## src/rtl/fir_reg_bank_pkg.sv

```systemverilog
// rtl/fir_reg_bank_pkg.sv - register map, bit positions and FSM state type for the FIR register bank
package fir_pkg;

  localparam logic [5:0] ADDR_CTRL      = 6'h00;
  localparam logic [5:0] ADDR_STATUS    = 6'h01;
  localparam logic [5:0] ADDR_NSAMPLES  = 6'h02;
  localparam logic [5:0] ADDR_SCOUNT    = 6'h03;
  localparam logic [5:0] ADDR_COEF_BASE = 6'h20;

  localparam int CTRL_START  = 0;
  localparam int CTRL_IRQ_EN = 1;
  localparam int CTRL_ABORT  = 2;

  localparam int STAT_BUSY = 0;
  localparam int STAT_DONE = 1;
  localparam int STAT_ERR  = 2;

  typedef enum logic {
    ST_IDLE = 1'b0,
    ST_RUN  = 1'b1
  } fir_state_t;

endpackage

```

## src/rtl/fir_reg_bank_if.sv

```systemverilog
// rtl/fir_reg_bank_if.sv - register bus between the APB bridge and the FIR register bank
interface fir_reg_bank_if #(
  parameter int DW = 16
);
  logic [5:0]    p_address;
  logic [DW-1:0] p_data;
  logic          p_wr;
  logic [DW-1:0] p_data_back;

  modport master (output p_address, output p_data, output p_wr, input p_data_back);
  modport slave  (input p_address, input p_data, input p_wr, output p_data_back);
endinterface

```

## src/rtl/fir_reg_bank_coef.sv

```systemverilog
// rtl/fir_reg_bank_coef.sv - NCOEF x DW coefficient store, one write port and two combinational read ports
module fir_coef_bank #(
  parameter int NCOEF = 16,
  parameter int DW    = 16
) (
  input  logic                     clk,
  input  logic                     rst,
  input  logic                     we,
  input  logic [$clog2(NCOEF)-1:0] waddr,
  input  logic [DW-1:0]            wdata,
  input  logic [$clog2(NCOEF)-1:0] raddr,
  output logic [DW-1:0]            rdata,
  input  logic [$clog2(NCOEF)-1:0] cidx,
  output logic [DW-1:0]            cdata
);
  logic [DW-1:0] mem [NCOEF];

  always_ff @(posedge clk) begin
    if (rst) begin
      for (int i = 0; i < NCOEF; i++) mem[i] <= '0;
    end else if (we) begin
      mem[waddr] <= wdata;
    end
  end

  assign rdata = mem[raddr];
  assign cdata = mem[cidx];
endmodule

```

## src/rtl/fir_reg_bank.sv

```systemverilog
// rtl/fir_reg_bank.sv - control/status/coefficient register bank with run FSM for a FIR core
module fir_reg_bank
  import fir_pkg::*;
#(
  parameter int NCOEF = 16,
  parameter int DW    = 16
) (
  input  logic                     PCLK,
  input  logic                     PRESET,
  fir_reg_bank_if.slave            bus,
  input  logic [$clog2(NCOEF)-1:0] coef_idx,
  output logic [DW-1:0]            coef_data,
  output logic                     fir_start,
  output logic                     fir_abort,
  output logic [15:0]              fir_nsamples,
  input  logic                     fir_sample_valid,
  output logic                     irq
);
  localparam int IW = $clog2(NCOEF);

  fir_state_t    state_q, state_d;
  logic          irq_en_q, done_q, err_q, start_q, abort_q;
  logic [15:0]   nsamples_q, scount_q;
  logic [DW-1:0] coef_rd, rd_data;
  logic          wr_ctrl, wr_status, wr_nsamp, wr_coef, coef_hit;
  logic          start_req, abort_req;
  logic          start_ok, abort_ok, count_en, done_set, err_set;

  assign coef_hit  = bus.p_address[5] && (int'(bus.p_address[4:0]) < NCOEF);
  assign wr_ctrl   = bus.p_wr && (bus.p_address == ADDR_CTRL);
  assign wr_status = bus.p_wr && (bus.p_address == ADDR_STATUS);
  assign wr_nsamp  = bus.p_wr && (bus.p_address == ADDR_NSAMPLES);
  assign wr_coef   = bus.p_wr && coef_hit;

  // ABORT in the same write masks START entirely
  assign abort_req = wr_ctrl && bus.p_data[CTRL_ABORT];
  assign start_req = wr_ctrl && bus.p_data[CTRL_START] && !bus.p_data[CTRL_ABORT];

  always_ff @(posedge PCLK) begin
    if (PRESET) state_q <= ST_IDLE;
    else        state_q <= state_d;
  end

  always_comb begin
    state_d  = state_q;
    start_ok = 1'b0;
    abort_ok = 1'b0;
    count_en = 1'b0;
    done_set = 1'b0;
    err_set  = 1'b0;
    if (state_q == ST_IDLE) begin
      if (start_req) begin
        if (nsamples_q != 16'd0) begin
          start_ok = 1'b1;
          state_d  = ST_RUN;
        end else begin
          err_set = 1'b1;
        end
      end
    end else begin
      if (start_req || wr_nsamp || wr_coef) err_set = 1'b1;
      if (abort_req) begin
        abort_ok = 1'b1;
        state_d  = ST_IDLE;
      end else if (fir_sample_valid) begin
        count_en = 1'b1;
        if (scount_q + 16'd1 == nsamples_q) begin
          done_set = 1'b1;
          state_d  = ST_IDLE;
        end
      end
    end
  end

  always_ff @(posedge PCLK) begin
    if (PRESET) begin
      irq_en_q   <= 1'b0;
      done_q     <= 1'b0;
      err_q      <= 1'b0;
      start_q    <= 1'b0;
      abort_q    <= 1'b0;
      nsamples_q <= '0;
      scount_q   <= '0;
    end else begin
      start_q <= start_ok;
      abort_q <= abort_ok;
      if (wr_ctrl) irq_en_q <= bus.p_data[CTRL_IRQ_EN];
      if (wr_nsamp && state_q == ST_IDLE) nsamples_q <= 16'(bus.p_data);
      if (start_ok)      scount_q <= '0;
      else if (count_en) scount_q <= scount_q + 16'd1;
      // a set event in the same cycle as its W1C clear keeps the bit set
      done_q <= done_set || (done_q && !(wr_status && bus.p_data[STAT_DONE]));
      err_q  <= err_set  || (err_q  && !(wr_status && bus.p_data[STAT_ERR]));
    end
  end

  fir_coef_bank #(.NCOEF(NCOEF), .DW(DW)) u_coef (
    .clk   (PCLK),
    .rst   (PRESET),
    .we    (wr_coef && state_q == ST_IDLE),
    .waddr (bus.p_address[IW-1:0]),
    .wdata (bus.p_data),
    .raddr (bus.p_address[IW-1:0]),
    .rdata (coef_rd),
    .cidx  (coef_idx),
    .cdata (coef_data)
  );

  always_comb begin
    rd_data = '0;
    if (coef_hit) begin
      rd_data = coef_rd;
    end else begin
      case (bus.p_address)
        ADDR_CTRL:     rd_data[CTRL_IRQ_EN] = irq_en_q;
        ADDR_STATUS: begin
          rd_data[STAT_BUSY] = (state_q == ST_RUN);
          rd_data[STAT_DONE] = done_q;
          rd_data[STAT_ERR]  = err_q;
        end
        ADDR_NSAMPLES: rd_data = DW'(nsamples_q);
        ADDR_SCOUNT:   rd_data = DW'(scount_q);
        default:       rd_data = '0;
      endcase
    end
  end

  assign bus.p_data_back = rd_data;
  assign fir_start       = start_q;
  assign fir_abort       = abort_q;
  assign fir_nsamples    = nsamples_q;
  assign irq             = done_q && irq_en_q;
endmodule

```

## src/flat_wrapper.sv

```systemverilog
// flat-port wrapper written by rule: the top's interface ports become plain ports
module fir_reg_bank_flat import fir_pkg::*;
#(
  parameter int NCOEF = 16,
  parameter int DW    = 16
)
  (PCLK, PRESET, coef_idx, coef_data, fir_start, fir_abort, fir_nsamples, fir_sample_valid, irq, bus_p_address, bus_p_data, bus_p_wr, bus_p_data_back);
  fir_reg_bank_if #(.DW(DW)) bus_i ();
  input  logic PCLK;
  input  logic PRESET;
  input  logic [$clog2(NCOEF)-1:0] coef_idx;
  output logic [DW-1:0] coef_data;
  output logic fir_start;
  output logic fir_abort;
  output logic [15:0] fir_nsamples;
  input  logic fir_sample_valid;
  output logic irq;
  input wire logic [$bits(bus_i.p_address)-1:0] bus_p_address;
  input wire logic [$bits(bus_i.p_data)-1:0] bus_p_data;
  input wire logic [$bits(bus_i.p_wr)-1:0] bus_p_wr;
  output wire logic [$bits(bus_i.p_data_back)-1:0] bus_p_data_back;
  assign bus_i.p_address = bus_p_address;
  assign bus_i.p_data = bus_p_data;
  assign bus_i.p_wr = bus_p_wr;
  assign bus_p_data_back = bus_i.p_data_back;
  fir_reg_bank #(.NCOEF(NCOEF), .DW(DW)) u_core (.PCLK(PCLK), .PRESET(PRESET), .bus(bus_i), .coef_idx(coef_idx), .coef_data(coef_data), .fir_start(fir_start), .fir_abort(fir_abort), .fir_nsamples(fir_nsamples), .fir_sample_valid(fir_sample_valid), .irq(irq));
endmodule
```

## config.mk

```make
export PLATFORM = sky130hd
export DESIGN_NAME = fir_reg_bank_flat
export DESIGN_NICKNAME = d
export VERILOG_FILES = /design/src/rtl/fir_reg_bank_pkg.sv /design/src/rtl/fir_reg_bank_if.sv /design/src/rtl/fir_reg_bank_coef.sv /design/src/rtl/fir_reg_bank.sv /design/src/flat_wrapper.sv
export SDC_FILE = /design/constraint.sdc
export NUM_CORES = 1
export LEC_CHECK = 0
export CAP_MARGIN = 25
export CORE_UTILIZATION = 55
export DETAILED_ROUTE_END_ITERATION = 8
export PLACE_DENSITY = 0.81
export SLEW_MARGIN = 10
export SYNTH_ARGS = -nofsm -noshare
export SYNTH_HDL_FRONTEND = slang
export SYNTH_SLANG_ARGS = --single-unit
```

## constraint.sdc

```tcl
create_clock -name PCLK -period 3.3 [get_ports PCLK]
set_input_delay 0.33 -clock PCLK [delete_from_list [all_inputs] [get_ports PCLK]]
set_output_delay 0.33 -clock PCLK [all_outputs]
set_load 0.1 [all_outputs]
```

==> run metrics <==
Core Rows=61; Die Ht=172 µm; Worst EP required=2.97 ns; synth warn=0; Synth Flop Type=edfxtp_1; post-cts sizing count=0; CTS H-tree lvls=1; GP Congestion=0.935; Post-Place Setup Slack=0.386 ns; die width=172 µm; final net count=1198; register area share after synthesis=0.533; # DRC=0; PortBufs=80; grt ovf=0; antenna viol nets, final=0; Area growth syn-to-layout=18.0%; Hold-fix buffers, CTS=0; #FFs+latches synth=294; setup_tns=0 ns; final wirelength=43800 µm; Setup CP Type=in2out; P_leak=6.40 nW; Total GRT Usage=0.309; DR WL/cell=27.9 µm; worst clock skew=0.0185 ns; Post-Synthesis Cells=1092; Detailed Route Iter0 Violations=1200; first-pass GRT wire length=64700 µm; WP data arrival=2.60 ns; Final setup viols=0; maximum clock frequency=341 MHz; CTS tree=built; final core utilization=0.666; Boundary Pins=81; CP Max Fanout=32; clk_lat worst skew=0.59 ns; Setup crit end kind=output port; starting density of the core=0.564; antenna violations before repair=0; layout cells sized above 1=0.278; largest net degree at the start of global routing=33; core area=28100 µm²; Slew @ Worst Pin=0.977 ns; PD cells=493 nW/µm²; worst min path class=in2reg; Max Slew Vio Count=0; drt first pass iters=5; RSZ-0062 raised after global routing=no; VDD IR max=493 µV; Max-cap violations=0; postcts setup bufs=0; synthesized area=15800 µm²; Ant. Diodes=0; distinct cell type count after synthesis=49; relative slew slack=0.347; deepest clock path buffer count=3; post-synthesis net count=1124; Num Clock Sinks=294; Clock transition at path regs=0.06 ns; total CTS buffers=31; vias post-DR=10400; post-synthesis area per instance=14.5 µm²; vias in the first global route=10200; Hold Fails Final Rpt=0; fin crit period=2.93 ns; HPWL after detailed placement=29700 µm; Post-synth EDFFs=256; final period utilization=0.889; CP Launch Type=input pin; mean number of vias per cell=6.61; ys async rst share=0; Worst Setup Slack, final=0.366 ns; clock root cell=clkbuf_16; status=finished, final reports clean; die footprint=29500 µm²
layout by cell type, fill, tap and decap left out, drive strengths merged, types with 13 or more instances in the layout:
master and count:
mux4 161, nand4 13, nor2 35, edfxtp 256
clkinv 14, dfxtp 38, o21ai 29, xnor2 22
nand2 54, and2 258, clkdlybuf4s50 43, a22oi 15
buf 91, inv 19, a21oi 19, xor2 15
clkbuf 35
registers in the layout (all words and copies together), names as in the netlist:
signal	cells
u_core.irq_en_q	1
u_core.err_q	1
u_core.state_q	1
u_core.fir_nsamples	16
u_core.u_coef.mem	256
u_core.fir_abort	1
u_core.fir_start	1
u_core.scount_q	16
u_core.done_q	1
worst max-delay path: stages:
cell	delay, ns
buf_4	0.41
buf_12	0.29
nor2b_1	0.35
and2_1	0.55
a22oi_1	0.23
o21ai_1	0.20
buf_12	0.21
routing by layer:
metal  vias to the layer above  GRT usage  part of all wire
li1                       4316          -                 -
met1                      5263      0.404              0.37
met2                       659      0.506              0.49
met3                       140     0.0479             0.090
met4                         0      0.149             0.054
met5                         -          0                 0
final timing paths:
kind	startpoint	end	slack, ns	depth (start not counted)
worst max-delay path	bus_p_address[1]	bus_p_data_back[4]	0.37	7
worst min-delay path	fir_sample_valid	u_core.state_q	0.45	3
worst max register to register	u_core.scount_q[3]	u_core.scount_q[9]	0.83	6
worst min register to register	u_core.err_q	u_core.err_q	0.46	2
per-stage QoR:
step / hold WS, ns / cells / instance area [µm²] / total power [W]
after detailed placement: 0.450 / 1511 / 17700 / 0.00582
after floorplan: 0.436 / 1092 / 15800 / 0.00525
after global routing: 0.479 / 1569 / 18700 / 0.00943
after global placement: 0.447 / 1511 / 17700 / 0.00579
final: 0.447 / 1569 / 18700 / 0.00921
after CTS: 0.441 / 1569 / 18700 / 0.00921
cells by family after synthesis:
family	Yosys count	share of synthesized area
compound gates	75	0.0288
xor+xnor	38	0.0219
fa+ha+maj	2	0.00158
buf+inv	110	0.0293
flops	294	0.533
mux	165	0.232
simple gates	408	0.154
Yosys cell counts (4+ instances only):
cell type | n | share of area
a21oi_1 | 19 | 0.0060
a22oi_1 | 15 | 0.0071
and2_1 | 258 | 0.10
buf_1 | 6 | 0.0014
buf_2 | 25 | 0.0079
buf_4 | 5 | 0.0024
clkbuf_1 | 56 | 0.013
dfxtp_1 | 38 | 0.048
edfxtp_1 | 256 | 0.49
inv_1 | 17 | 0.0040
mux4_2 | 161 | 0.23
nand2_1 | 54 | 0.013
nand2b_1 | 4 | 0.0016
nand3_1 | 7 | 0.0022
nand4_1 | 11 | 0.0043
nor2_1 | 35 | 0.0083
nor3_2 | 5 | 0.0032
nor3b_1 | 4 | 0.0019
nor4_1 | 4 | 0.0016
o21ai_0 | 29 | 0.0092
or2_2 | 6 | 0.0024
xnor2_1 | 22 | 0.012
xor2_1 | 15 | 0.0083
where the power goes:
group	internal, W	switching (W)	leakage (nW)
Clock	0.00196	0.00149	0.476
Sequential	0.00421	0.0000994	2.74
Combinational	0.000615	0.000842	3.19
Total	0.00678	0.00243	6.40
layout make-up:
type	count	area, µm²
timing repair buffer	134	1730
inverter	17	63.8
fill	1909	9390
clock inverter	23	214
multi-input combinational	688	6970
tap	378	473
clock buffer	35	791
sequential	294	8450
Power figures use the tool's default switching activity.
